===== src/rtl/silly_dec_pkg.sv =====
// Shared types and constants for the divided-clock mask decoder.
package silly_dec_pkg;

  localparam int unsigned NUM_CH          = 8;
  localparam int unsigned DEF_WINDOW_LOG2 = 8;
  localparam int unsigned DEF_TOL         = 1;

  typedef enum logic [1:0] {
    ST_IDLE    = 2'd0,
    ST_MEASURE = 2'd1,
    ST_REPORT  = 2'd2
  } state_e;

  // Nominal edge count of channel i over a 2^window_log2 cycle window.
  function automatic int unsigned expected_edges(input int unsigned i,
                                                 input int unsigned window_log2);
    return (32'd1 << window_log2) >> i;
  endfunction

endpackage


===== src/rtl/silly_dec_chan.sv =====
// One channel: edge detect, saturating edge counter, mask and rate-error compare.
module silly_dec_chan
  import silly_dec_pkg::*;
#(
  parameter int unsigned CH_IDX      = 0,
  parameter int unsigned WINDOW_LOG2 = DEF_WINDOW_LOG2,
  parameter int unsigned TOL         = DEF_TOL
) (
  input  logic clk,
  input  logic reset,
  input  logic samp_i,
  input  logic prev_i,
  input  logic clear_i,
  input  logic count_en_i,
  output logic mask_c_o,
  output logic rate_err_c_o
);

  localparam int unsigned CW       = WINDOW_LOG2 + 1;
  localparam int unsigned CMPW     = WINDOW_LOG2 + 2;
  localparam int unsigned EXP_EDGE = expected_edges(CH_IDX, WINDOW_LOG2);
  localparam logic [CW-1:0]   CNT_MAX = '1;
  localparam logic [CMPW-1:0] EXP_B   = CMPW'(EXP_EDGE);
  localparam logic [CMPW-1:0] TOL_B   = CMPW'(TOL);

  logic          edge_det;
  logic [CW-1:0] cnt_q, cnt_d;
  logic [CMPW-1:0] cnt_ext;

  assign edge_det = samp_i ^ prev_i;

  // Next count: clear on start, add one per edge while measuring, saturate.
  always_comb begin
    cnt_d = cnt_q;
    if (clear_i) begin
      cnt_d = '0;
    end else if (count_en_i && edge_det && (cnt_q != CNT_MAX)) begin
      cnt_d = cnt_q + CW'(1);
    end
  end

  // Edge count register.
  always_ff @(posedge clk) begin
    if (reset) begin
      cnt_q <= '0;
    end else begin
      cnt_q <= cnt_d;
    end
  end

  // cnt < E-TOL is written as cnt+TOL < E, which also covers a lower bound clamped at 0.
  assign cnt_ext      = CMPW'(cnt_q);
  assign mask_c_o     = (cnt_q != '0);
  assign rate_err_c_o = (cnt_q != '0) &&
                        (((cnt_ext + TOL_B) < EXP_B) || (cnt_ext > (EXP_B + TOL_B)));

endmodule


===== src/rtl/silly_mask_decoder.sv =====
// Measures 8 divided-clock lines over a 2^WINDOW_LOG2 window and reports
// which channels toggled and which toggled at the wrong rate.
// Optional macro SILLY_DEC_SYNC_EN inserts a 2-flop synchronizer ahead of samp.
module silly_mask_decoder
  import silly_dec_pkg::*;
#(
  parameter int unsigned WINDOW_LOG2 = DEF_WINDOW_LOG2,
  parameter int unsigned TOL         = DEF_TOL
) (
  input  logic                clk,
  input  logic                reset,
  input  logic [NUM_CH-1:0]   sig_in,
  input  logic                start,
  output logic                busy,
  output logic                valid,
  output logic [NUM_CH-1:0]   mask_out,
  output logic [NUM_CH-1:0]   rate_err
);

  state_e                   state_q, state_d;
  logic [WINDOW_LOG2-1:0]   win_q, win_d;
  logic                     win_last;
  logic                     clear_c, count_en_c, load_c;
  logic [NUM_CH-1:0]        samp_src, samp_q, prev_q;
  logic [NUM_CH-1:0]        chan_mask_c, chan_rerr_c;
  logic                     busy_q, valid_q;
  logic [NUM_CH-1:0]        mask_q, rerr_q;

`ifdef SILLY_DEC_SYNC_EN
  logic [NUM_CH-1:0] sync1_q, sync2_q;

  // Two-flop synchronizer for lines not already on clk.
  always_ff @(posedge clk) begin
    if (reset) begin
      sync1_q <= '0;
      sync2_q <= '0;
    end else begin
      sync1_q <= sig_in;
      sync2_q <= sync1_q;
    end
  end

  assign samp_src = sync2_q;
`else
  assign samp_src = sig_in;
`endif

  // Sample and previous-sample registers, running in every state.
  always_ff @(posedge clk) begin
    if (reset) begin
      samp_q <= '0;
      prev_q <= '0;
    end else begin
      samp_q <= samp_src;
      prev_q <= samp_q;
    end
  end

  assign win_last = (win_q == '1);

  // FSM state register.
  always_ff @(posedge clk) begin
    if (reset) begin
      state_q <= ST_IDLE;
    end else begin
      state_q <= state_d;
    end
  end

  // FSM next state; start is only honoured in IDLE.
  always_comb begin
    state_d = state_q;
    case (state_q)
      ST_IDLE:    if (start) state_d = ST_MEASURE;
      ST_MEASURE: if (win_last) state_d = ST_REPORT;
      ST_REPORT:  state_d = ST_IDLE;
      default:    state_d = ST_IDLE;
    endcase
  end

  // FSM outputs: counter control, window counter next value, result load.
  always_comb begin
    clear_c    = 1'b0;
    count_en_c = 1'b0;
    load_c     = 1'b0;
    win_d      = win_q;
    case (state_q)
      ST_IDLE: begin
        if (start) begin
          clear_c = 1'b1;
          win_d   = '0;
        end
      end
      ST_MEASURE: begin
        count_en_c = 1'b1;
        win_d      = win_q + WINDOW_LOG2'(1);
      end
      ST_REPORT: begin
        load_c = 1'b1;
      end
      default: ;
    endcase
  end

  // Per-channel counters and compares.
  for (genvar g = 0; g < NUM_CH; g++) begin : g_chan
    silly_dec_chan #(
      .CH_IDX      (g),
      .WINDOW_LOG2 (WINDOW_LOG2),
      .TOL         (TOL)
    ) u_chan (
      .clk          (clk),
      .reset        (reset),
      .samp_i       (samp_q[g]),
      .prev_i       (prev_q[g]),
      .clear_i      (clear_c),
      .count_en_i   (count_en_c),
      .mask_c_o     (chan_mask_c[g]),
      .rate_err_c_o (chan_rerr_c[g])
    );
  end

  // Window counter and registered outputs; results hold until the next report.
  always_ff @(posedge clk) begin
    if (reset) begin
      win_q   <= '0;
      busy_q  <= 1'b0;
      valid_q <= 1'b0;
      mask_q  <= '0;
      rerr_q  <= '0;
    end else begin
      win_q   <= win_d;
      busy_q  <= (state_d != ST_IDLE);
      valid_q <= load_c;
      if (load_c) begin
        mask_q <= chan_mask_c;
        rerr_q <= chan_rerr_c;
      end
    end
  end

  assign busy     = busy_q;
  assign valid    = valid_q;
  assign mask_out = mask_q;
  assign rate_err = rerr_q;

endmodule


===== config.mk =====
export PLATFORM = sky130hd
export DESIGN_NAME = silly_mask_decoder
export DESIGN_NICKNAME = d
export VERILOG_FILES = /design/src/rtl/silly_dec_pkg.sv /design/src/rtl/silly_dec_chan.sv /design/src/rtl/silly_mask_decoder.sv
export SDC_FILE = /design/constraint.sdc
export NUM_CORES = 1
export LEC_CHECK = 0
export CORE_MARGIN = 1
export CORE_UTILIZATION = 45
export CTS_CLUSTER_SIZE = 12
export DETAILED_ROUTE_END_ITERATION = 8
export GPL_TIMING_DRIVEN = 0
export PLACE_DENSITY = 0.62
export SYNTH_ARGS = -nofsm -noshare
export SYNTH_HDL_FRONTEND = slang
export SYNTH_HIERARCHICAL = 1
export SYNTH_SLANG_ARGS = --single-unit
export TNS_END_PERCENT = 1

===== constraint.sdc =====
create_clock -name clk -period 3.05 [get_ports clk]
set_input_delay 0.4575 -clock clk [delete_from_list [all_inputs] [get_ports clk]]
set_output_delay 0.4575 -clock clk [all_outputs]
set_load 0.02 [all_outputs]

# Word-level counts from Yosys, hierarchy flattened

Index checks and enable logic that the tools add are counted.

Register bits: 116
Bits of input ports: 11
Word-level logic and storage cells: 123

Add/sub/neg operators: 17
Order comparisons: 16
Equal/unequal tests: 12
Muxes and demuxes: 9
Bitwise gates (word level): 8
Reductions and logical operators: 45

Operators with widths:

| kind                   | count |
|---|---|
| $add A9 B1 Y10 const B | 8 |
| $add A9 B1 Y9 const B  | 8 |
| $ne A9 B9 Y1 const B   | 8 |
| $reduce_bool A9 Y1     | 8 |
| $logic_and A1 B1 Y1    | 24 |
| $pmux W8 S2            | 1 |
| $lt A10 B2 Y1 const B  | 1 |
| $lt A10 B3 Y1 const B  | 1 |
| $lt A10 B4 Y1 const B  | 1 |
| $lt A10 B5 Y1 const B  | 1 |
| $lt A10 B6 Y1 const B  | 1 |
| $lt A10 B7 Y1 const B  | 1 |
| $lt A10 B8 Y1 const B  | 1 |
| $lt A10 B9 Y1 const B  | 1 |
| $gt A9 B2 Y1 const B   | 1 |
| $gt A9 B3 Y1 const B   | 1 |
| $gt A9 B4 Y1 const B   | 1 |
| $gt A9 B5 Y1 const B   | 1 |
| $gt A9 B6 Y1 const B   | 1 |
| $gt A9 B7 Y1 const B   | 1 |
| $gt A9 B8 Y1 const B   | 1 |
| $gt A9 B9 Y1 const B   | 1 |
| $add A8 B1 Y8 const B  | 1 |
| $eq A8 B8 Y1 const B   | 1 |
| other kinds (13)       | 32 |

# Longest topological paths before layout

Depth after elaboration: 4
Gate-level depth with buffers: 10
Depth with buffers taken out: 9

# Cells and area by module

Netlist, hierarchy kept.

By module, submodules not included:

| module                            | times used | cells each | area an instance (um2) | seq. area each (um2) |
|---|---|---|---|---|
| silly_mask_decoder                | 1          | 163        | 1521.5                 | 880.8 |
| silly_dec_chan (g_chan[5].u_chan) | 1          | 78         | 638.1                  | 180.2 |
| silly_dec_chan (g_chan[0].u_chan) | 1          | 71         | 583.1                  | 180.2 |
| silly_dec_chan (g_chan[2].u_chan) | 1          | 69         | 573.0                  | 180.2 |
| silly_dec_chan (g_chan[6].u_chan) | 1          | 72         | 573.0                  | 180.2 |
| silly_dec_chan (g_chan[4].u_chan) | 1          | 69         | 559.3                  | 180.2 |
| silly_dec_chan (g_chan[7].u_chan) | 1          | 67         | 549.3                  | 180.2 |
| silly_dec_chan (g_chan[3].u_chan) | 1          | 66         | 545.5                  | 180.2 |
| silly_dec_chan (g_chan[1].u_chan) | 1          | 64         | 524.3                  | 180.2 |

# Worst setup path after synthesis

OpenSTA, ideal clock, no wires.

Path type: reg2reg
From: reg state_q[0]
To: reg g_chan[5].u_chan.cnt_q[7]
Library setup time: 0.070 ns
Data arrival time: 2.117 ns
Slack: 0.863 ns
Stages on the path, launching flop included: 7
Path buffers: 1
Cells stage by stage: dfxtp_1 -> nor2b_1 -> nor2b_1 -> clkbuf_1 -> nand2_1 -> or4_1 -> a21oi_1

Word-level cells in the longest chain between the ends: 4
Elaborated cells on any way between the ends: 7
Those cells by class: eq/ne: 1; mux: 2; reduce/logical: 4

Ends and longest elaborated chain:

| item                             | line                     | text |
|---|---|---|
| from (decl)                      | silly_mask_decoder.sv:20 | `state_e state_q, state_d;` |
| from (signal assigned)           | silly_mask_decoder.sv:66 | `state_q <= state_d;` |
| $eq A2 B1 Y1                     | silly_mask_decoder.sv:87 | `case (state_q)` |
| $mux W1                          | silly_mask_decoder.sv:87 |  |
| named net count_en_c             | silly_mask_decoder.sv:23 | `logic clear_c, count_en_c, load_c;` |
| $logic_and A1 B1 Y1 (2 in a row) | silly_dec_chan.sv:37     | `end else if (count_en_i && edge_det && (cnt_q != CNT_MAX)) begin` |
| to (signal assigned)             | silly_dec_chan.sv:47     | `cnt_q <= cnt_d;` |
| to (decl)                        | silly_dec_chan.sv:27     | `logic [CW-1:0] cnt_q, cnt_d;` |

The timed path passes the listed nets, and every way through them passes these cells.
A chain may end at the register's enable or synchronous reset.

# Worst setup path in the final report

Same ends and word-level chain as after synthesis.

==> metrics.md <==
| Metric | Value |
|---|---|
| Setup bufs post-CTS | 0 |
| Mapped Cells | 719 |
| Leading post-synthesis cells by cell area | dfxtp_1 (38%), ha_1 (6.6%), a21oi_1 (4.9%) |
| # clock sinks | 116 |
| Number of distinct library cells after synthesis | 68 |
| Avg WL per Cell | 13.98 µm |
| Start point of the critical path | state_q[0] |
| Synth cell count leaders | dfxtp_1 (116), nand2_1 (78), nor2_1 (65) |
| Fin area | 7117 µm² |
| Mapped cell area | 6067 µm² |
| Ports | 29 |
| Post-synth EDFFs | 0 |
| Fillers | 1257 |
| Min Tclk post-route | 2.658 ns |
| Fin crit share | 0.8715 |
| Power share of the clock group | 0.509 |
| Worst r2r src | state_q[0] |
| Mean Syn Cell Area | 8.438 µm² |
| Die X | 118.1 µm |
| R2R Path End | g_chan[5].u_chan/cnt_q[7] |
| FF-to-FF path depth | 6 |
| Max IR drop VDD | 0.0005099 V |
| Clock Latency Late Sink | 0.41 ns |
| Crit end category | flip-flop |
| Drt drc | 0 |
| Iteration-0 DRC Markers | 324 |
| Met2 GRT Util | 0.3346 |
| Max Fclk | 0.3762 GHz |
| Initial Util | 0.4600 |
| Hold Path End | mask_out[2] |
| Initial antenna violation count | 0 |
| Most used routing layer | met2 |
| CTS buffer count | 17 |
| Gr usage total | 0.2015 |
| Area leader, netlist | dfxtp_1 |
| Clock slew at reported path FFs | 0.05 ns |
| Rel. slew slack | 0.4133 |
| Seq pwr share | 0.434 |
| First-pass GRT wire length | 22.42 mm |
| Logic gate share of total power | 0.057 |
| Met3 GRT Util | 0.05523 |
| Crit Path Class | flip-flop to flip-flop |
| # diodes | 0 |
| Critical Path Start Type | flip-flop |
| Yosys top cell area share | 0.3828 |
| CTS H-tree depth | 4 |
| Final hold violations | 0 |
| Critical path depth in cells | 6 |
| Worst Tran Pin Value | 0.8761 ns |
| Most common flop cell mapped by yosys | dfxtp_1 |
| CTS root buf | clkbuf_16 |
| Drt first pass iters | 5 |
| Detailed placement HPWL | 9.327 mm |
| Bufs and invs on worst path | 1 |
| CP top delay family | simple AND/OR/NAND/NOR gates |
| Layout area overhead | 17.30% |
| Post-route ant nets | 0 |
| Core Box Area | 13190 µm² |
| Die span in y | 118.1 µm |
| Switching Fraction | 0.2304 |
| Largest net degree at the start of global routing | 19 |
| Seq/Total Area, Yosys | 0.3828 |
| Hold Path Depth | 2 |
| Worst path cell trace | nor2b_2, nor2b_1, clkbuf_1, nand2_1, or4_1, a21oi_1 |
| Setup Viol. Count Final | 0 |
| Final Core Density | 0.5396 |
| Leak | 2.492 nW |
| Final slew viol count | 0 |
| Largest stage delay on the critical path | 0.78 ns |
| Worst path required time | 3.39 ns |
| Nets | 809 |
| Vias in the first global route | 4853 |
| GR Layer Usage met1 | 0.2492 |
| Post-route setup TNS | 0 ns |
| Pwr Total | 3.587 mW |
| Site row count | 42 |
| Hold_sp | mask_out[2] |
| P_int | 2.760 mW |
| Count leader, synth | dfxtp_1 |
| Die area | 13950 µm² |
| Largest buffer count on any clock path | 2 |
| Slowest cell on the critical path | nor2b_2 |
| Synth warn | 6 |
| Via count | 5185 |
| Cell Area, Placed | 6568 µm² |
| CP arrival | 3.00 ns |
| Post-Route WL | 13.35 mm |
| R2R setup slack | 0.39 ns |
| Hold Buf Count CTS | 0 |
| CTS tree | done |
| Global route overflow | 0 |
| Post-Syn Nets | 762 |
| Outcome | finished clean |
| Yosys reg bits | 116 |
| Global placement routability congestion | 0.8510 |
| Critical path fanouts, max | 17 |
| Layout cells sized above 1 | 0.09499 |
| Skew final | 0.005741 ns |
| Switching power | 826.5 µW |
| Via/cell ratio | 5.429 |
| HP Class | flip-flop to flip-flop |
| IO buf count | 28 |
| RSZ-0062 raised after global routing | false |
| Power per cell area | 504.0 nW/µm² |
| # resized after CTS | 1 |
| Async S/R FF share, synth | 0 |
| Max capacitance violation total | 0 |
-- cell usage in the layout (no fill, tap or decap), types with 4 or more instances in the layout --
cell type        instances
clkbuf_1                14
nand3_1                 28
ha_1                    32
nand4_1                 18
o31ai_1                 11
nor2_1                  65
nand2_1                 78
or2_2                    9
clkdlybuf4s50_1         28
nand2b_1                 7
clkinv_2                 6
nand4b_1                 9
o211ai_1                 5
buf_2                    7
o311ai_0                 4
buf_1                    6
xor2_1                  17
o21ai_0                 19
or3_1                   13
mux2i_1                  9
inv_1                   29
nor4_1                  15
dfxtp_1                116
nor2b_1                 23
and4_1                   4
or4_1                   16
buf_4                    4
xnor2_1                 26
a21oi_1                 60
clkbuf_16               17
nor3_1                  10
a31oi_1                  6
-- final cells by class --
type | instances | area [µm²] | share of cell area
clock inverter | 10 | 82.58 | 0.01160
buffer | 31 | 162.7 | 0.02286
timing repair buffer | 28 | 280.3 | 0.03938
sequential | 116 | 2322 | 0.3263
inverter | 29 | 108.9 | 0.01530
clock buffer | 22 | 464.2 | 0.06522
tap | 176 | 220.2 | 0.03094
multi-input combinational | 543 | 3476 | 0.4884
-- per-layer routing --
metal,vias to the layer above,part of all wire,routed length (µm)
met5,-,0,0
met4,0,0.012,163
met3,11,0.037,495
met2,88,0.48,6364
met1,2437,0.47,6328
li1,2649,-,-
-- cells by family after synthesis --
kind of cell | share of synthesized area
XOR/XNOR | 0.07012
AO/OA/AOI/OAI | 0.1260
AND/OR/NAND/NOR | 0.2955
flip-flops | 0.3828
buffers and inverters | 0.04475
multiplexers | 0.01485
adder cells (fa/ha/maj) | 0.06599
-- metrics by stage --
step / setup slack (ns) / hold slack [ns] / std cells
2_1_floorplan: 0.8631 / 0.4512 / 719
3_3_place_gp: -0.001652 / 0.4452 / 923
3_5_place_dp: -0.03998 / 0.4500 / 923
4_1_cts: 0.3758 / 0.4575 / 955
5_1_grt: 0.1678 / 0.4719 / 955
6_report: 0.3919 / 0.4528 / 955
-- tightest hold or removal path, delay by kind of cell, from the launching register on --
| kind | cells | cell delay [ns] |
|---|---|---|
| compound gates | 1 | 0.05 |
| flops | 1 | 0.30 |
| simple gates | 1 | 0.05 |
-- power groups by stage --
stage | clock network [mW] | logic, mW | registers [mW]
CTS | 1.87 | 0.206 | 1.55
finish | 1.83 | 0.205 | 1.56
global placement | 0 | 0.202 | 1.59
global route | 1.95 | 0.227 | 1.56
floorplan | 0 | 0.139 | 1.58
detailed placement | 0 | 0.205 | 1.59
-- how the worst max path moves through the flow --
stage,endpoint,slack (ns)
final,g_chan[5].u_chan/cnt_q[7],0.39
after CTS,g_chan[5].u_chan/cnt_q[7],0.38
after floorplan,g_chan[5].u_chan/cnt_q[7],0.86
after global placement,g_chan[5].u_chan/cnt_q[7],-0.002
after global routing,g_chan[5].u_chan/cnt_q[7],0.17
after detailed placement,g_chan[5].u_chan/cnt_q[7],-0.04
-- flip-flops by register name, summed over array words and instances (netlist names) --
signal / count
samp_q: 8
state_q: 2
rate_err: 8
prev_q: 8
mask_out: 8
valid: 1
busy: 1
g_chan.u_chan/cnt_q: 72
win_q: 8
Power figures use the tool's default switching activity.
